==> config.mk <==
export PLATFORM = sky130hd
export DESIGN_NAME = memory_cycle
export DESIGN_NICKNAME = d
export VERILOG_FILES = /design/src/rtl/memory_cycle_pkg.sv /design/src/rtl/memory_cycle_lsu_align.sv /design/src/rtl/memory_cycle.sv
export SDC_FILE = /design/constraint.sdc
export NUM_CORES = 1
export LEC_CHECK = 0
export ABC_AREA = 1
export CORE_AREA = 3 3 126 128
export DETAILED_ROUTE_END_ITERATION = 10
export DIE_AREA = 0 0 129 131
export GPL_TIMING_DRIVEN = 0
export PLACE_DENSITY = 0.76
export RECOVER_POWER = 25
export SLEW_MARGIN = 20
export SYNTH_ARGS = -nofsm -noshare
export SYNTH_HDL_FRONTEND = slang
export SYNTH_HIERARCHICAL = 1
export SYNTH_SLANG_ARGS = --single-unit
export TNS_END_PERCENT = 10
==> constraint.sdc <==
create_clock -name i_clk -period 4.29 [get_ports i_clk]
set_input_delay 1.287 -clock i_clk [delete_from_list [all_inputs] [get_ports i_clk]]
set_output_delay 1.287 -clock i_clk [all_outputs]
set_load 0.05 [all_outputs]
==> src/rtl/memory_cycle_pkg.sv <==
// ----------------------------------------------------------------------------
// memory_cycle_pkg
//   Shared pipeline definitions for the memory-access stage: RV32I load/store
//   funct3 encodings, write-back result-select encodings and the state type of
//   the data-memory access FSM.
// ----------------------------------------------------------------------------
package memory_cycle_pkg;

    // Load funct3 encodings
    localparam logic [2:0] F3_LB  = 3'b000;
    localparam logic [2:0] F3_LH  = 3'b001;
    localparam logic [2:0] F3_LW  = 3'b010;
    localparam logic [2:0] F3_LBU = 3'b100;
    localparam logic [2:0] F3_LHU = 3'b101;

    // Store funct3 encodings
    localparam logic [2:0] F3_SB  = 3'b000;
    localparam logic [2:0] F3_SH  = 3'b001;
    localparam logic [2:0] F3_SW  = 3'b010;

    // Write-back result select: bit0 = memory data, bit1 = PC+4
    localparam logic [1:0] RES_ALU = 2'b00;
    localparam logic [1:0] RES_MEM = 2'b01;
    localparam logic [1:0] RES_PC4 = 2'b10;

    typedef enum logic [1:0] {
        IDLE        = 2'd0,
        WAIT_GNT    = 2'd1,
        WAIT_RVALID = 2'd2
    } mem_state_t;

endpackage

==> src/rtl/memory_cycle_lsu_align.sv <==
// ----------------------------------------------------------------------------
// memory_cycle_lsu_align
//   Purely combinational byte-lane logic for the memory stage.
//   Ports:
//     is_store_i    access is a store (otherwise a load)
//     funct3_i      access size / sign
//     offset_i      byte offset within the word (address bits [1:0])
//     store_data_i  store source register
//     load_word_i   word returned by data memory
//     be_o          byte enables for the store
//     wdata_o       lane-replicated store data
//     load_data_o   extracted and extended load data
//     misaligned_o  access crosses its natural alignment
// ----------------------------------------------------------------------------
module memory_cycle_lsu_align
    import memory_cycle_pkg::*;
#(
    parameter int P_WIDTH = 32
) (
    input  logic               is_store_i,
    input  logic [2:0]         funct3_i,
    input  logic [1:0]         offset_i,
    input  logic [P_WIDTH-1:0] store_data_i,
    input  logic [P_WIDTH-1:0] load_word_i,
    output logic [3:0]         be_o,
    output logic [P_WIDTH-1:0] wdata_o,
    output logic [P_WIDTH-1:0] load_data_o,
    output logic               misaligned_o
);

    logic               size_byte;
    logic               size_half;
    logic               sign_ext;
    logic [P_WIDTH-1:0] shifted;

    // Any funct3 not decoded as byte/half falls through to a full word access.
    always_comb begin
        size_byte = 1'b0;
        size_half = 1'b0;
        sign_ext  = 1'b0;
        if (is_store_i) begin
            size_byte = (funct3_i == F3_SB);
            size_half = (funct3_i == F3_SH);
        end else begin
            size_byte = (funct3_i == F3_LB) || (funct3_i == F3_LBU);
            size_half = (funct3_i == F3_LH) || (funct3_i == F3_LHU);
            sign_ext  = (funct3_i == F3_LB) || (funct3_i == F3_LH);
        end
    end

    assign misaligned_o = size_byte ? 1'b0 :
                          size_half ? offset_i[0] : (|offset_i);

    // Bring the addressed byte/half down to lane 0 before extending.
    assign shifted = load_word_i >> {offset_i, 3'b000};

    always_comb begin
        be_o        = 4'b1111;
        wdata_o     = store_data_i;
        load_data_o = load_word_i;
        if (size_byte) begin
            be_o        = 4'b0001 << offset_i;
            wdata_o     = {4{store_data_i[7:0]}};
            load_data_o = {{(P_WIDTH-8){sign_ext & shifted[7]}}, shifted[7:0]};
        end else if (size_half) begin
            be_o        = 4'b0011 << offset_i;
            wdata_o     = {2{store_data_i[15:0]}};
            load_data_o = {{(P_WIDTH-16){sign_ext & shifted[15]}}, shifted[15:0]};
        end
    end

endmodule

==> src/rtl/memory_cycle.sv <==
// ----------------------------------------------------------------------------
// memory_cycle
//   Memory-access stage of the RV32I pipeline. Issues loads/stores over a
//   request/grant/response handshake, stalls the front of the pipeline while
//   an access is outstanding, and holds the MEM/WB pipeline register.
//   Ports:
//     i_clk, i_rst            clock, synchronous active-high reset
//     i_*_m                   instruction fields from EX/MEM
//     o_dmem_*, i_dmem_*      data-memory handshake
//     o_stall_m               hold IF/ID/EX/MEM registers
//     o_*_w                   MEM/WB register fields
//     o_mem_state             current access FSM state (observability)
//
//   Handshake: o_dmem_req stays high with stable addr/we/be/wdata until the
//   cycle i_dmem_gnt is seen; a granted load then waits for i_dmem_rvalid,
//   which the memory returns at least one cycle after the grant. Only one
//   access is ever outstanding; rvalid outside WAIT_RVALID is ignored.
// ----------------------------------------------------------------------------
module memory_cycle
    import memory_cycle_pkg::*;
#(
    parameter int P_WIDTH = 32
) (
    input  logic               i_clk,
    input  logic               i_rst,
    input  logic               i_valid_m,
    input  logic [P_WIDTH-1:0] i_alu_result_m,
    input  logic [P_WIDTH-1:0] i_write_data_m,
    input  logic               i_mem_read_m,
    input  logic               i_mem_write_m,
    input  logic [2:0]         i_funct3_m,
    input  logic [4:0]         i_rd_m,
    input  logic               i_reg_write_m,
    input  logic [1:0]         i_resultsrc_m,
    input  logic [P_WIDTH-1:0] i_pc_plus_4_m,
    output logic               o_dmem_req,
    output logic               o_dmem_we,
    output logic [P_WIDTH-1:0] o_dmem_addr,
    output logic [P_WIDTH-1:0] o_dmem_wdata,
    output logic [3:0]         o_dmem_be,
    input  logic               i_dmem_gnt,
    input  logic               i_dmem_rvalid,
    input  logic [P_WIDTH-1:0] i_dmem_rdata,
    output logic               o_stall_m,
    output logic [P_WIDTH-1:0] o_alu_result_w,
    output logic [P_WIDTH-1:0] o_mem_data_w,
    output logic [P_WIDTH-1:0] o_pc_plus_4_w,
    output logic [1:0]         o_resultsrc_w,
    output logic [4:0]         o_rd_w,
    output logic               o_reg_write_w,
    output logic               o_valid_w,
    output logic               o_misaligned_w,
    output mem_state_t         o_mem_state
);

    logic               is_load;
    logic               is_store;
    logic               mem_op;
    logic               misaligned;
    logic               access;
    logic [3:0]         be;
    logic [P_WIDTH-1:0] wdata;
    logic [P_WIDTH-1:0] load_data;

    // A request with both read and write set is handled as a load.
    assign is_load  = i_mem_read_m;
    assign is_store = i_mem_write_m & ~i_mem_read_m;
    assign mem_op   = i_valid_m & (i_mem_read_m | i_mem_write_m);
    assign access   = mem_op & ~misaligned;

    memory_cycle_lsu_align #(.P_WIDTH(P_WIDTH)) u_align (
        .is_store_i   (is_store),
        .funct3_i     (i_funct3_m),
        .offset_i     (i_alu_result_m[1:0]),
        .store_data_i (i_write_data_m),
        .load_word_i  (i_dmem_rdata),
        .be_o         (be),
        .wdata_o      (wdata),
        .load_data_o  (load_data),
        .misaligned_o (misaligned)
    );

    mem_state_t         state_q, state_d;
    logic               stall;
    logic               req;

    logic [P_WIDTH-1:0] alu_result_q, alu_result_d;
    logic [P_WIDTH-1:0] mem_data_q,   mem_data_d;
    logic [P_WIDTH-1:0] pc_plus_4_q,  pc_plus_4_d;
    logic [1:0]         resultsrc_q,  resultsrc_d;
    logic [4:0]         rd_q,         rd_d;
    logic               reg_write_q,  reg_write_d;
    logic               valid_q,      valid_d;
    logic               misaligned_q, misaligned_d;

    // Access FSM. Stall is the inverse of "instruction completes this cycle";
    // a store granted from WAIT_GNT completes in that cycle, so the stage
    // releases the stall there instead of re-presenting the same store.
    always_comb begin
        state_d = state_q;
        stall   = 1'b0;
        req     = 1'b0;
        unique case (state_q)
            IDLE: begin
                if (access) begin
                    req = 1'b1;
                    if (i_dmem_gnt) begin
                        if (is_load) begin
                            state_d = WAIT_RVALID;
                            stall   = 1'b1;
                        end
                    end else begin
                        state_d = WAIT_GNT;
                        stall   = 1'b1;
                    end
                end
            end
            WAIT_GNT: begin
                req   = 1'b1;
                stall = 1'b1;
                if (i_dmem_gnt) begin
                    if (is_load) begin
                        state_d = WAIT_RVALID;
                    end else begin
                        state_d = IDLE;
                        stall   = 1'b0;
                    end
                end
            end
            WAIT_RVALID: begin
                stall = ~i_dmem_rvalid;
                if (i_dmem_rvalid) begin
                    state_d = IDLE;
                end
            end
            default: state_d = IDLE;
        endcase
    end

    // MEM/WB next value: a zero bubble while stalled, otherwise the
    // instruction in MEM. Load data is only valid on the rvalid cycle.
    always_comb begin
        alu_result_d = '0;
        mem_data_d   = '0;
        pc_plus_4_d  = '0;
        resultsrc_d  = '0;
        rd_d         = '0;
        reg_write_d  = 1'b0;
        valid_d      = 1'b0;
        misaligned_d = 1'b0;
        if (!stall) begin
            alu_result_d = i_alu_result_m;
            pc_plus_4_d  = i_pc_plus_4_m;
            resultsrc_d  = i_resultsrc_m;
            rd_d         = i_rd_m;
            valid_d      = i_valid_m;
            misaligned_d = mem_op & misaligned;
            reg_write_d  = i_valid_m & i_reg_write_m & ~(mem_op & misaligned);
            mem_data_d   = (state_q == WAIT_RVALID) ? load_data : '0;
        end
    end

    always_ff @(posedge i_clk) begin
        if (i_rst) begin
            state_q      <= IDLE;
            alu_result_q <= '0;
            mem_data_q   <= '0;
            pc_plus_4_q  <= '0;
            resultsrc_q  <= '0;
            rd_q         <= '0;
            reg_write_q  <= 1'b0;
            valid_q      <= 1'b0;
            misaligned_q <= 1'b0;
        end else begin
            state_q      <= state_d;
            alu_result_q <= alu_result_d;
            mem_data_q   <= mem_data_d;
            pc_plus_4_q  <= pc_plus_4_d;
            resultsrc_q  <= resultsrc_d;
            rd_q         <= rd_d;
            reg_write_q  <= reg_write_d;
            valid_q      <= valid_d;
            misaligned_q <= misaligned_d;
        end
    end

    // Bus fields are driven only for a real access so idle/ALU cycles stay 0.
    assign o_dmem_req   = req;
    assign o_dmem_we    = access & is_store;
    assign o_dmem_addr  = access ? {i_alu_result_m[P_WIDTH-1:2], 2'b00} : '0;
    assign o_dmem_wdata = (access & is_store) ? wdata : '0;
    assign o_dmem_be    = access ? be : 4'b0000;
    assign o_stall_m    = stall;

    assign o_alu_result_w = alu_result_q;
    assign o_mem_data_w   = mem_data_q;
    assign o_pc_plus_4_w  = pc_plus_4_q;
    assign o_resultsrc_w  = resultsrc_q;
    assign o_rd_w         = rd_q;
    assign o_reg_write_w  = reg_write_q;
    assign o_valid_w      = valid_q;
    assign o_misaligned_w = misaligned_q;
    assign o_mem_state    = state_q;

endmodule

# ---- After elaboration in Yosys (flattened, before gate mapping)
# Cells that the tools add are included.
dict set report op_classes {
  eq_ne 9
  bitwise_logic 15
  n_shift 3
  reduce_logical 9
  muxes 27
}
# operator count
set op_table {}
lappend op_table {{2-to-1 mux 32 bit} 6}
lappend op_table {{>> shifter 32 x 5 -> 16 bit} 1}
lappend op_table {{2-to-1 mux 2 bit} 6}
lappend op_table {{2-to-1 mux 4 bit} 3}
lappend op_table {{bitwise AND 1 bit} 9}
lappend op_table {{2-to-1 mux 1 bit} 9}
lappend op_table {{equality test 3 bit (second input constant)} 2}
lappend op_table {{!= test 2 bit (second input constant)} 3}
lappend op_table {{one-hot mux 2 bit (3 select lines)} 1}
lappend op_table {{NOT 1 bit} 5}
lappend op_table {{AND reduction 4 bit} 1}
lappend op_table {{OR reduction 2 bit} 2}
lappend op_table {{<< shifter 1 x 2 -> 4 bit (first input constant)} 1}
lappend op_table {{<< shifter 2 x 2 -> 4 bit (first input constant)} 1}
lappend op_table {{equality test 3 x 1 -> 1 bit (second input constant)} 1}
lappend op_table {{logical NOT 3 bit} 1}
lappend op_table {{logical OR 1 bit} 3}
lappend op_table {{!= test 3 bit (second input constant)} 1}
lappend op_table {{one-hot mux 1 bit (3 select lines)} 1}
lappend op_table {{OR reduction 3 bit} 1}
lappend op_table {{equality test 2 x 1 -> 1 bit (second input constant)} 1}
lappend op_table {{equality test 2 bit (second input constant)} 1}
lappend op_table {{logical NOT 2 bit} 1}
lappend op_table {{one-hot mux 1 bit (2 select lines)} 1}
lappend op_table {{OR 1 bit} 1}
dict set report totals {
  out_inout_bits 179
  regBits 108
}

# ---- Longest topological paths before layout
dict set report logic_depth {
  word_depth 10
  mapped_depth 17
  depth_no_buf 14
}

# ---- Hierarchy
# The synthesis kept the hierarchy.
# mod n_inst area_each_um2 cells_per_inst
set modules_own_cells {}
lappend modules_own_cells {memory_cycle 1 3644.7 476}
lappend modules_own_cells {memory_cycle_lsu_align 1 1472.7 322}

# ---- Worst setup path after synthesis
# Ideal clock, no wire load.
dict set report synth_timing {
  path_kind {input-to-output}
  from {input i_funct3_m[0]}
  to {output o_dmem_req}
  cell_stages 11
  path_slack_ps -699
  t_arrival_ps 3702
  required_time_ps 3003
  path_cell_list {buf_4 nand2_2 nor2_4 inv_2 buf_6 buf_6 o21ai_1 inv_1 nor3_2 clkinv_1 o21ai_0}
}
dict set report synth_via {
  elab_chain_cells 9
}
# item line_no
set synth_lines {}
lappend synth_lines {{start, declared} memory_cycle.sv:31} ;# input logic [2:0] i_funct3_m,
lappend synth_lines {{equality test 3 x 1 -> 1 bit / equality test 3 bit (equally long branches)} {memory_cycle_lsu_align.sv:43, memory_cycle_lsu_align.sv:46}}
lappend synth_lines {{logical OR 1 bit} memory_cycle_lsu_align.sv:46} ;# size_half = (funct3_i == F3_LH) || (funct3_i == F3_LHU);
lappend synth_lines {{2-to-1 mux 1 bit} memory_cycle_lsu_align.sv:41} ;# if (is_store_i) begin
lappend synth_lines {{2-to-1 mux 1 bit} memory_cycle_lsu_align.sv:52} ;# size_half ? offset_i[0] : (|offset_i);
lappend synth_lines {{2-to-1 mux 1 bit *} memory_cycle_lsu_align.sv:51} ;# assign misaligned_o = size_byte ? 1'b0 :
lappend synth_lines {{net misaligned} memory_cycle.sv:59} ;# logic misaligned;
lappend synth_lines {{NOT 1 bit *} memory_cycle.sv:69} ;# assign access = mem_op & ~misaligned;
lappend synth_lines {{bitwise AND 1 bit *} memory_cycle.sv:69}
lappend synth_lines {{2-to-1 mux 1 bit *} memory_cycle.sv:105} ;# if (access) begin
lappend synth_lines {{one-hot mux 1 bit (2 select lines) *} memory_cycle.sv:103} ;# unique case (state_q)
lappend synth_lines {{end, declared} memory_cycle.sv:36} ;# output logic o_dmem_req,
# Mark *: on every way through the listed nets, which the timed path passes. The rest lies on a longest branch.

# ---- Worst setup path in the final report
dict set report layout_timing {
  from {input i_mem_write_m}
  to {output o_dmem_addr[10]}
}
dict set report layout_via {
  elab_chain_cells 7
}
# item line_no
set layout_lines {}
lappend layout_lines {{start, declared} memory_cycle.sv:30} ;# input logic i_mem_write_m,
lappend layout_lines {{bitwise AND 1 bit *} memory_cycle.sv:67} ;# assign is_store = i_mem_write_m & ~i_mem_read_m;
lappend layout_lines {{net is_store} memory_cycle.sv:57} ;# logic is_store;
lappend layout_lines {{2-to-1 mux 1 bit} memory_cycle_lsu_align.sv:41}
lappend layout_lines {{2-to-1 mux 1 bit} memory_cycle_lsu_align.sv:52}
lappend layout_lines {{2-to-1 mux 1 bit *} memory_cycle_lsu_align.sv:51}
lappend layout_lines {{net misaligned} memory_cycle.sv:59}
lappend layout_lines {{NOT 1 bit *} memory_cycle.sv:69}
lappend layout_lines {{bitwise AND 1 bit *} memory_cycle.sv:69}
lappend layout_lines {{2-to-1 mux 32 bit *} memory_cycle.sv:190} ;# assign o_dmem_addr = access ? {i_alu_result_m[P_WIDTH-1:2], 2'b00} : '0;
lappend layout_lines {{end, declared} memory_cycle.sv:38} ;# output logic [P_WIDTH-1:0] o_dmem_addr,
# Marks and branches as above.

==> out/results.md <==
* **RSZ-0062 raised after global routing** yes
* **share of layout cells above drive strength 1** 21.5%
* **initial core utilization** 34.2%
* **slew of the pin with the lowest slew margin** 0.613 ns
* **All-Layer GR Usage** 24.0%
* **GR peak layer** met2
* **core area** 15000 um^2
* **Crit path max-delay family** buffers and inverters
* **total die area** 16900 um^2
* **path category of the worst min-delay check** reg -> reg
* **met3 GRT Util** 6.22%
* **# IOs** 325
* **Worst Setup Path Type** in -> out
* **sum of buffers and inverters on the critical path** 10
* **maximum buffer depth of the clock tree** 2
* **number of synthesized register bits** 108
* **root buffer selected by CTS** clkbuf_16
* **max cap viols** 0
* **cell with the largest stage delay on the worst path** nor3_4
* **Post-Place Worst Slack** -1.76 ns
* **Post-synth EDFFs** 0
* **share of flip-flops with an asynchronous set or reset after synthesis** 0%
* **count of distinct cell types in the synthesized netlist** 27
* **TritonCTS clock tree** done
* **global-route met1 utilization** 26.7%
* **slack of the critical path** -0.0862 ns
* **Slew HR** 59.2%
* **run status** finished with violations
* **mean routed wirelength per cell** 15.7 um
* **width of the die** 129 um
* **Period minus WS final** 4.38 ns
* **Final Wtd Congestion** 0.948
* **count of antenna-violating nets left after detailed routing** 0
* **violations in the final reports** negative setup slack
* **clock buffer count from CTS** 9
* **utilization after layout** 66.4%
* **leakage power summed over all cells** 4.86 nW
* **Chip Height** 131 um
* **Most used DFF post-synth** dfxtp_1
* **netlist area before placement** 5120 um^2
* **number of port buffers** 321
* **clock latency on the worst-skew pair** 0.35 ns
* **Pwr Density** 297 nW/um^2
* **first-pass GRT wire length** 31200 um
* **Final Instance Count excl. Fillers** 1342
* **most frequent cells after synthesis** nor2_1, inv_1, nand2_1, dfxtp_1, o21ai_0
* **post-detailed-route via-to-cell ratio** 4.47
* **maximum number of pins on one net before global-route repair** 20
* **Worst Setup Start Kind** primary input
* **most prevalent standard cell on the critical path** nor2_4
* **largest fanout on the critical path** 7
* **Synth area leaders** dfxtp_1, nor2_1, inv_1
* **summed area of non-filler cells in the final layout** 9950 um^2
* **most used standard cell by instance count after synthesis** nor2_1
* **count of routing violations after the opening detailed-route iteration** 272
* **data arrival time of the critical path** 3.09 ns
* **number of vias after detailed routing** 5993
* **count of standard-cell rows** 45
* **worst ir drop on vdd** 239 uV
* **cells along the critical path** buf_12 -> inv_12 -> nor2_4 -> nand2_2 -> inv_4 -> nor2_4 -> inv_4 -> o21ai_4 -> inv_2 -> nor3_4 -> buf_6 -> clkinv_8 -> buf_12 -> buf_16 -> nor2_4 -> buf_8
* **count of placed standard cells including taps** 1308
* **Critical Path End Type** output port
* **number of failing setup endpoints in the final timing report** 34
* **DRC violation count after routing** 0
* **Post-layout nets** 1299
* **ratio of final minimum period to clock period** 102%
* **Layout Area Growth over Synthesis** 94.5%
* **clock skew** 0.00627 ns
* **WP data required** 3.00 ns
* **total iterations of the first detailed-routing run** 5
* **Final Routed Wirelength** 21100 um
* **vias in the first global route** 5859
* **number of synthesis warnings** 6
* **sequential-to-total area share from yosys stat** 42.2%
* **Placed Area** 9190 um^2
* **number of buffers added to fix hold violations after cts** 0
* **CTS sink cnt** 108
* **Slew Limit Fails** 0
* **final hold violation count** 0
* **HPWL after detailed placement** 16200 um
* **final antenna diode count** 0
* **initial antenna violation count** 0
* **clock-pin slew reported for the worst setup and hold paths after clock tree synthesis** 0.07 ns
* **GRT overflow** 0
* **crit-path max cell delay** 0.21 ns
* **largest area contributor in the synthesized netlist** dfxtp_1
* **# H-tree levels** 3
* **fmax** 0.229 GHz
* **fraction of met2 tracks used by global routing** 43.4%
* **average size of a mapped cell** 6.41 um^2
* **share of the synthesized area in the top cell type** 42.2%
* **instance count of the mapped netlist** 798
==> layout by cell type (no fill, tap or decap), drive strengths merged <==
cell type      Yosys  layout
a211oi             1       1
a21oi             11      11
buf               40     125
bufbuf             0       1
bufinv             0       1
clkbuf             9      25
clkdlybuf4s50      0     246
clkinv             2       4
clkinvlp           0       2
conb               1       2
dfxtp            108     108
ha                 4       4
inv              174     175
nand2            168     169
nand3             23      23
nand4              8       8
nor2             196     196
nor3               4       4
o21ai             39      39
o22ai              9       9
or2                1       1
==> tightest hold or removal path, stage by stage, from the launching register on <==
cell,delay (ns)
dfxtp_1,0.36
inv_1,0.07
nor2_1,0.05
inv_1,0.08
a21oi_1,0.06
==> area by class of cell <==
cell class	instances	area, um^2
Fill cell	1247	5020
Buffer	45	427
Sequential cell	108	2160
Clock buffer	10	229
Inverter	176	697
Tap cell	188	235
Multi-Input combinational cell	467	2520
Clock inverter	6	82.6
Timing Repair Buffer	342	3600
==> per-stage QoR <==
stage	hold slack [ns]	TNS [ns]	total power, W
final	0.667	-0.797	0.00296
after global routing	0.724	-6.36	0.00309
after global placement	0.649	-117.80	0.00204
after detailed placement	0.657	-115.43	0.00205
after floorplan	0.833	-6.71	0.00168
after CTS	0.668	-2.84	0.00298
==> state kept, by name, summed over array words and instances, names as in the netlist <==
register,cells
o_alu_result_w,32
o_mem_data_w,32
o_mem_state,2
o_misaligned_w,1
o_pc_plus_4_w,32
o_rd_w,5
o_reg_write_w,1
o_resultsrc_w,2
o_valid_w,1
==> power by group <==
part           switching [W]  internal [W]  leakage, nW  total (W)
sequential         0.0000153       0.00106        0.888    0.00107
combinational       0.000614      0.000403         3.82    0.00102
clock               0.000403      0.000466        0.148   0.000869
total                0.00103       0.00193         4.86    0.00296
==> repair_timing <==
item,4_1_cts,5_1_grt
gates cloned,7,0
setup endpoints to repair,69,69
buffers inserted,12,6
resized for setup,537,26
pin swaps,12,10
==> final timing paths <==
path	to	slack, ns	start	cells after the start
min	o_mem_state[0]$_SDFFE_PP0P_	0.67	o_mem_state[0]$_SDFFE_PP0P_	4
max reg2reg	o_mem_data_w[3]$_SDFF_PP0_	2.65	o_mem_state[1]$_SDFFE_PP0P_	6
min reg2reg	o_mem_state[0]$_SDFFE_PP0P_	0.67	o_mem_state[0]$_SDFFE_PP0P_	4
max	o_dmem_addr[10]	-0.09	i_mem_write_m	16
==> per-layer routing <==
metal  routed length (um)  vias up
li1                     -     3009
met1                 8030     2652
met2                10700      279
met3                 1590       53
met4                  818        0
met5                    0        -
==> kinds of logic (layout without fill, tap and decap cells) <==
family | Yosys count | in the layout | synth area share (%)
AND/OR/NAND/NOR | 400 | 401 | 31.2
AO/OA/AOI/OAI | 60 | 60 | 6.21
flip-flops | 108 | 108 | 42.2
other | 1 | 2 | 0.0733
adder cells (fa/ha/maj) | 4 | 4 | 0.978
buffers and inverters | 225 | 579 | 19.3
No activity file was read; power rests on OpenSTA's default activity.
